[config.mk]
export PLATFORM = sky130hd
export DESIGN_NAME = mul_div_unit
export DESIGN_NICKNAME = d
export VERILOG_FILES = /design/src/rtl/muldiv_pkg.sv /design/src/rtl/muldiv_step.sv /design/src/rtl/mul_div_unit.sv
export SDC_FILE = /design/constraint.sdc
export NUM_CORES = 1
export LEC_CHECK = 0
export CORE_ASPECT_RATIO = 1.2
export CORE_MARGIN = 2
export CORE_UTILIZATION = 50
export CTS_CLUSTER_DIAMETER = 150
export DETAILED_ROUTE_END_ITERATION = 10
export GPL_TIMING_DRIVEN = 1
export PLACE_DENSITY = 0.69
export SYNTH_ARGS = -nofsm -noshare
export SYNTH_HDL_FRONTEND = slang
export SYNTH_SLANG_ARGS = --single-unit
[constraint.sdc]
create_clock -name clk -period 3.9 [get_ports clk]
set_input_delay 0.78 -clock clk [delete_from_list [all_inputs] [get_ports clk]]
set_output_delay 0.78 -clock clk [all_outputs]
set_load 0.1 [all_outputs]
[src/rtl/muldiv_pkg.sv]
// Shared definitions for the multiply/divide unit: ALUControl codes (also used by decode
// and the ALU), FSM state encoding and small opcode helpers.
package muldiv_pkg;

  localparam logic [3:0] MUL   = 4'b0100;
  localparam logic [3:0] UMULL = 4'b0101;
  localparam logic [3:0] SMULL = 4'b0110;
  localparam logic [3:0] DIV   = 4'b0111;

  typedef enum logic [1:0] {
    IDLE = 2'd0,
    CALC = 2'd1,
    FIX  = 2'd2,
    DONE = 2'd3
  } state_t;

  function automatic logic is_mult_op(input logic [3:0] op);
    return (op == MUL) || (op == UMULL) || (op == SMULL);
  endfunction

  function automatic logic is_valid_op(input logic [3:0] op);
    return is_mult_op(op) || (op == DIV);
  endfunction

endpackage

[src/rtl/muldiv_step.sv]
// One iteration of the multi-cycle datapath: a shift-add multiply step or a
// restoring-division step (one quotient bit). Purely combinational.
module muldiv_step
  import muldiv_pkg::*;
#(
  parameter int WIDTH = 32
) (
  input  logic               is_div,
  input  logic [2*WIDTH-1:0] mcand,
  input  logic [WIDTH-1:0]   mplier,
  input  logic [2*WIDTH-1:0] acc,
  output logic [2*WIDTH-1:0] mcand_next,
  output logic [WIDTH-1:0]   mplier_next,
  output logic [2*WIDTH-1:0] acc_next
);

  logic [WIDTH:0] trial;
  logic [WIDTH:0] diff;
  logic           fits;

  // Division reuses the registers: mplier holds the dividend (quotient shifts in at the
  // bottom), acc[W-1:0] the partial remainder, mcand[W-1:0] the divisor.
  always_comb begin
    trial       = {acc[WIDTH-1:0], mplier[WIDTH-1]};
    diff        = trial - {1'b0, mcand[WIDTH-1:0]};
    fits        = (trial >= {1'b0, mcand[WIDTH-1:0]});
    mcand_next  = mcand;
    mplier_next = mplier;
    acc_next    = acc;
    if (is_div) begin
      mplier_next = {mplier[WIDTH-2:0], fits};
      acc_next    = '0;
      acc_next[WIDTH-1:0] = fits ? diff[WIDTH-1:0] : trial[WIDTH-1:0];
    end else begin
      mcand_next  = mcand << 1;
      mplier_next = mplier >> 1;
      acc_next    = mplier[0] ? (acc + mcand) : acc;
    end
  end

endmodule

[src/rtl/mul_div_unit.sv]
// Iterative multiply/divide unit (MUL, UMULL, SMULL, unsigned DIV), one bit per cycle.
// Define MULDIV_EARLY_EXIT_EN to end multiplies once the remaining multiplier bits are zero.
module mul_div_unit
  import muldiv_pkg::*;
#(
  parameter int WIDTH = 32
) (
  input  logic             clk,
  input  logic             reset,
  input  logic             start,
  input  logic [3:0]       ALUControl,
  input  logic [WIDTH-1:0] SrcA,
  input  logic [WIDTH-1:0] SrcB,
  output logic             ready,
  output logic             busy,
  output logic             done,
  output logic [WIDTH-1:0] ResultLo,
  output logic [WIDTH-1:0] ResultHi,
  output logic [1:0]       Flags,
  output logic             DivZero
);

  localparam int CW = $clog2(WIDTH);

  state_t             state_reg, state_next;
  logic [3:0]         op_reg;
  logic               sign_reg;
  logic [CW-1:0]      cnt_reg;
  logic [2*WIDTH-1:0] mcand_reg, acc_reg;
  logic [WIDTH-1:0]   mplier_reg;

  logic [2*WIDTH-1:0] mcand_step, acc_step;
  logic [WIDTH-1:0]   mplier_step;
  logic [WIDTH-1:0]   abs_a, abs_b;
  logic               early_exit_en;
  logic               start_skip;
  logic               calc_last;
  logic               div_zero;
  logic [2*WIDTH-1:0] product;
  logic [WIDTH-1:0]   res_lo, res_hi;
  logic               flag_n, flag_z;

`ifdef MULDIV_EARLY_EXIT_EN
  assign early_exit_en = 1'b1;
`else
  assign early_exit_en = 1'b0;
`endif

  muldiv_step #(.WIDTH(WIDTH)) u_step (
    .is_div      (op_reg == DIV),
    .mcand       (mcand_reg),
    .mplier      (mplier_reg),
    .acc         (acc_reg),
    .mcand_next  (mcand_step),
    .mplier_next (mplier_step),
    .acc_next    (acc_step)
  );

  assign abs_a    = SrcA[WIDTH-1] ? -SrcA : SrcA;
  assign abs_b    = SrcB[WIDTH-1] ? -SrcB : SrcB;
  assign div_zero = (mcand_reg[WIDTH-1:0] == '0);

  // Zero divisor, unknown opcodes and (with early exit) a zero multiplier need no iterations.
  assign start_skip = ((ALUControl == DIV) && (SrcB == '0)) || !is_valid_op(ALUControl) ||
                      (early_exit_en && is_mult_op(ALUControl) && (SrcB == '0));
  assign calc_last  = (cnt_reg == '0) ||
                      (early_exit_en && is_mult_op(op_reg) && (mplier_step == '0));

  always_ff @(posedge clk or negedge reset) begin
    if (!reset) begin
      state_reg <= IDLE;
    end else begin
      state_reg <= state_next;
    end
  end

  always_comb begin
    state_next = state_reg;
    ready      = 1'b0;
    busy       = 1'b0;
    done       = 1'b0;
    case (state_reg)
      IDLE: begin
        ready = 1'b1;
        if (start) state_next = start_skip ? FIX : CALC;
      end
      CALC: begin
        busy = 1'b1;
        if (calc_last) state_next = FIX;
      end
      FIX: begin
        busy       = 1'b1;
        state_next = DONE;
      end
      DONE: begin
        ready      = 1'b1;
        done       = 1'b1;
        state_next = start ? (start_skip ? FIX : CALC) : IDLE;
      end
      default: state_next = IDLE;
    endcase
  end

  always_comb begin
    product = sign_reg ? -acc_reg : acc_reg;
    res_lo  = '0;
    res_hi  = '0;
    case (op_reg)
      MUL:          res_lo = acc_reg[WIDTH-1:0];
      UMULL, SMULL: {res_hi, res_lo} = product;
      DIV: begin
        if (div_zero) begin
          res_lo = '1;
          res_hi = mplier_reg;
        end else begin
          res_lo = mplier_reg;
          res_hi = acc_reg[WIDTH-1:0];
        end
      end
      default: ;
    endcase
    flag_n = ((op_reg == UMULL) || (op_reg == SMULL)) ? res_hi[WIDTH-1] : res_lo[WIDTH-1];
    flag_z = (res_lo == '0) && (res_hi == '0);
  end

  always_ff @(posedge clk or negedge reset) begin
    if (!reset) begin
      op_reg     <= '0;
      sign_reg   <= 1'b0;
      cnt_reg    <= '0;
      mcand_reg  <= '0;
      mplier_reg <= '0;
      acc_reg    <= '0;
      ResultLo   <= '0;
      ResultHi   <= '0;
      Flags      <= '0;
      DivZero    <= 1'b0;
    end else if (ready && start) begin
      op_reg   <= ALUControl;
      cnt_reg  <= CW'(WIDTH - 1);
      acc_reg  <= '0;
      sign_reg <= 1'b0;
      if (ALUControl == DIV) begin
        mcand_reg  <= {{WIDTH{1'b0}}, SrcB};
        mplier_reg <= SrcA;
      end else if (ALUControl == SMULL) begin
        mcand_reg  <= {{WIDTH{1'b0}}, abs_a};
        mplier_reg <= abs_b;
        sign_reg   <= SrcA[WIDTH-1] ^ SrcB[WIDTH-1];
      end else begin
        mcand_reg  <= {{WIDTH{1'b0}}, SrcA};
        mplier_reg <= SrcB;
      end
    end else if (state_reg == CALC) begin
      mcand_reg  <= mcand_step;
      mplier_reg <= mplier_step;
      acc_reg    <= acc_step;
      cnt_reg    <= cnt_reg - 1'b1;
    end else if (state_reg == FIX) begin
      ResultLo <= res_lo;
      ResultHi <= res_hi;
      Flags    <= {flag_n, flag_z};
      if (op_reg == DIV) DivZero <= div_zero;
    end
  end

endmodule

==> run_results.csv <==
group,metric,value,unit
run_status,status,"finished, final reports clean",
drt,drt-met1-wl,31700,um
yosys,synth_fp_nets,2835,
drt,highest_layer,"met4",
yosys,synth_enable_flop_cells,0,
final_layout,final_cell_area,0.02511,sq mm
placed_design,portBuffers,140,
yosys,async_flop_share,100.0,%
global_route,grt_pass1_vias,21520,
global_route,grt_first_pass_wirelength,127500,um
worst_hold_path,hp-class,"input port to asynchronous set/reset pin",
worst_setup_path,critPathBufInv,0,
sta,fin_tns_setup,0,ns
global_route,grt_util_all_layers,39.16,%
floorplan,core,0.03994,sq mm
drt,detail-route-antenna-nets,0,
worst_setup_path,critical_path.top_delay_family,"simple AND/OR/NAND/NOR gates",
yosys,synth_area_leader_cell,"dfrtp_1",
clocking,cts_buffer_depth,3,
sta,period_needed,3.820,ns
yosys,ys.warnings.count,0,
drt,vias,22110,
worst_setup_path,end_kind,"register",
worst_setup_path,path_cells,"or4_4 -> or2_4 -> or3_4 -> or3_4 -> o21ai_2 -> xor2_1 -> o22a_1 -> nand4_1 -> or4_1 -> or4_4 -> o41ai_2",
placed_design,dpl_cell_area,0.02405,sq mm
sta,setup_viol,0,
drt,first_pass_iters,5,
floorplan,die_h,224.9,um
yosys,synth_cell_type_count,82,
yosys,syn_avg_cell_area,7.655,sq um
pwr,vdd_drop_max,886.6,uV
sta,rsz0062_at_grt,"true",
yosys,ys.flop_type,"dfrtp_1",
drt,dr_wl_met3,5063,um
worst_setup_path,crit_type,"register to register",
worst_setup_path,worstPathArrival,4.29,ns
floorplan,ios,141,
global_route,antenna_found_initial,0,
yosys,synth-seq-cells,239,
pwr,power_density,863.8,mW/mm^2
worst_setup_path,reg2reg_depth,11,
floorplan,die_w,188.1,um
final_layout,n_antenna_cell,0,
worst_setup_path,critPathMaxStageDelay,0.56,ns
sta,slew_headroom,23.83,%
yosys,yosysTopAreaCellShare,29.40,%
final_layout,syn2layout_area_growth,23.47,%
drt,drc_errors,0,
clocking,htreeDepth,1,
global_route,grt_overflow,0,
yosys,synthCells,2657,
floorplan,dieArea,0.04231,sq mm
floorplan,rows,80,
sta,worst_pin_slew,1.140,ns
sta,slew_violations,0,
worst_setup_path,r2r_start,"acc_reg[11]$_DFFE_PN0P_",
clocking,cts_tree,"built",
yosys,synth.cell_area,0.02034,sq mm
drt,avgViaCountPerCell,6.320,
yosys,yosysSeqAreaShare,29.40,%
drt,routed-wl-met2,40200,um
final_layout,drive_gt1_share,14.19,%
worst_setup_path,critPathLaunchType,"register",
clocking,clockRootBuffer,"clkbuf_16",
worst_setup_path,crit_required,4.37,ns
sta,finalHoldViolations,0,
sta,skew,0.01505,ns
clocking,numCtsBuffers,27,
final_layout,layout.nets,3125,
drt,wl_per_cell,24.00,um
pwr,p_leak,11.00,nW
sta,timing.fmax,0.2618,GHz
floorplan,start_util,50.93,%
global_route,grt_start_max_net_pins,130,
worst_setup_path,cpMaxStageDelayCell,"or4_4",
clocking,clock_latency,0.57,ns
placed_design,dp.final_hpwl,65440,um
worst_setup_path,rr_endpoint,"Flags[0]$_DFFE_PN0P_",
sta,period_share,97.95,%
clocking,clk_pin_slew,0.06,ns
yosys,synth.area.top_cells,"dfrtp_1 (29%), nand2_1 (6.9%), a21oi_1 (6.6%)",
drt,drt_iter0_markers,2146,
worst_setup_path,ff2ff_setup_slack,0.08,ns
clocking,clkSinkCount,239,
drt,routed_wl,83960,um
worst_setup_path,path_max_fanout,3,
placed_design,finalWeightedCongestion,1.033,
job,maxCapViolations,0,
[per-stage QoR]
stage / power, mW / util [%] / setup WS [ns] / hold slack, ns / std cells
3_5_place_dp: 18.51 / 60.22 / -0.2346 / 0.4717 / 3448
6_report: 21.69 / 62.88 / 0.07980 / 0.1980 / 3499
4_1_cts: 21.38 / 62.61 / 0.03306 / 0.2461 / 3496
2_1_floorplan: 13.29 / - / 0.07606 / 0.4596 / 2657
5_1_grt: 22.87 / 62.88 / -0.05056 / 0.2696 / 3499
3_3_place_gp: 18.38 / 60.22 / -0.2334 / 0.4657 / 3448
[cells by family after synthesis]
group / after synthesis / synth area share, %
DFF: 239 / 29.40
xor gates and xnor gates: 179 / 7.708
AOI/OAI and AO/OA: 910 / 27.64
muxes: 65 / 3.334
buffers and inverters: 252 / 4.792
and+or+nand+nor: 901 / 20.27
adders and majority gates: 111 / 6.853
[cell usage after synthesis, drive strengths merged (8+ instances only)]
cell type,count
a31oi,20
xor2,76
o221ai,12
nand4,29
nor2b,20
o21a,11
nor2,211
buf,24
and3,11
or3,29
nand3,84
a21oi,270
nor4,25
o41ai,8
or4,15
o21ai,273
and2,13
o22a,8
ha,105
nand2,375
a221oi,11
dfrtp,239
nand2b,14
a211oi,10
o31ai,32
o21bai,9
or2,8
o211ai,81
o22ai,18
inv,89
nor3,46
mux2,22
mux2i,43
a22oi,12
a21o,61
clkbuf,139
xnor2,103
[cells in the final DEF (no fill, tap or decap), types with 20 or more instances in the layout]
master,instances
o21ai_0,265
ha_1,103
dfrtp_1,237
o211ai_1,81
nor2_1,203
a31oi_1,20
a21o_1,61
inv_1,89
nor3_1,45
clkdlybuf4s50_1,137
or3_1,21
o31ai_1,30
buf_4,279
xnor2_1,103
a21oi_1,263
nand3_1,82
xor2_1,76
mux2_2,22
nand2_1,375
nor4_1,25
nand4_1,29
nor2b_1,20
clkbuf_16,27
mux2i_1,43
[timing repair]
item,in CTS,in global routing
endpoints found under the setup margin,1,10
pin swaps,0,7
gates resized for setup,4,22
hold buffers,0,0
cloned,0,0
buffers inserted,0,3
[where the power goes]
part / switching, mW / internal (mW)
sequential: 1.10 / 3.32
clock: 1.11 / 1.64
combinational: 9.46 / 5.06
[worst max-delay path by stage]
stage                     slack [ns]  cells past startpoint                          to                    start
after floorplan                 0.08                     13        Flags[0]$_DFFE_PN0P_   acc_reg[0]$_DFFE_PN0P_
final                           0.08                     11        Flags[0]$_DFFE_PN0P_  acc_reg[11]$_DFFE_PN0P_
after CTS                       0.03                     11        Flags[0]$_DFFE_PN0P_  acc_reg[11]$_DFFE_PN0P_
after global placement         -0.23                     12  mplier_reg[31]$_DFFE_PN0N_                  SrcB[8]
after detailed placement       -0.23                     12  mplier_reg[31]$_DFFE_PN0N_                  SrcB[8]
after global routing           -0.05                     13        Flags[0]$_DFFE_PN0P_  acc_reg[11]$_DFFE_PN0P_
[cell type report]
| type | instances | area [sq um] |
|---|---|---|
| inverters | 89 | 334.1 |
| clock buffers | 36 | 769.5 |
| well taps | 533 | 666.9 |
| multi-input cells | 2166 | 13570 |
| clock inverters | 12 | 167.7 |
| repair buffers | 424 | 3621 |
| fillers | 3614 | 14820 |
| flip-flops and latches | 239 | 5983 |
[worst reg2reg max path: stages (launching register included)]
cell and delay (ns):
dfrtp_1 0.40, or4_4 0.56, or2_4 0.26, or3_4 0.37, or3_4 0.39, o21ai_2 0.13
xor2_1 0.16, o22a_1 0.18, nand4_1 0.09, or4_1 0.40, or4_4 0.52, o41ai_2 0.27
[metal layers]
layer  global-route usage, %  vias up
met3                   4.422      277
met2                   66.00      960
li1                        -    10210
met5                       0        -
met4                   28.73        0
met1                   46.34    10660
Power figures use the tool's default switching activity.
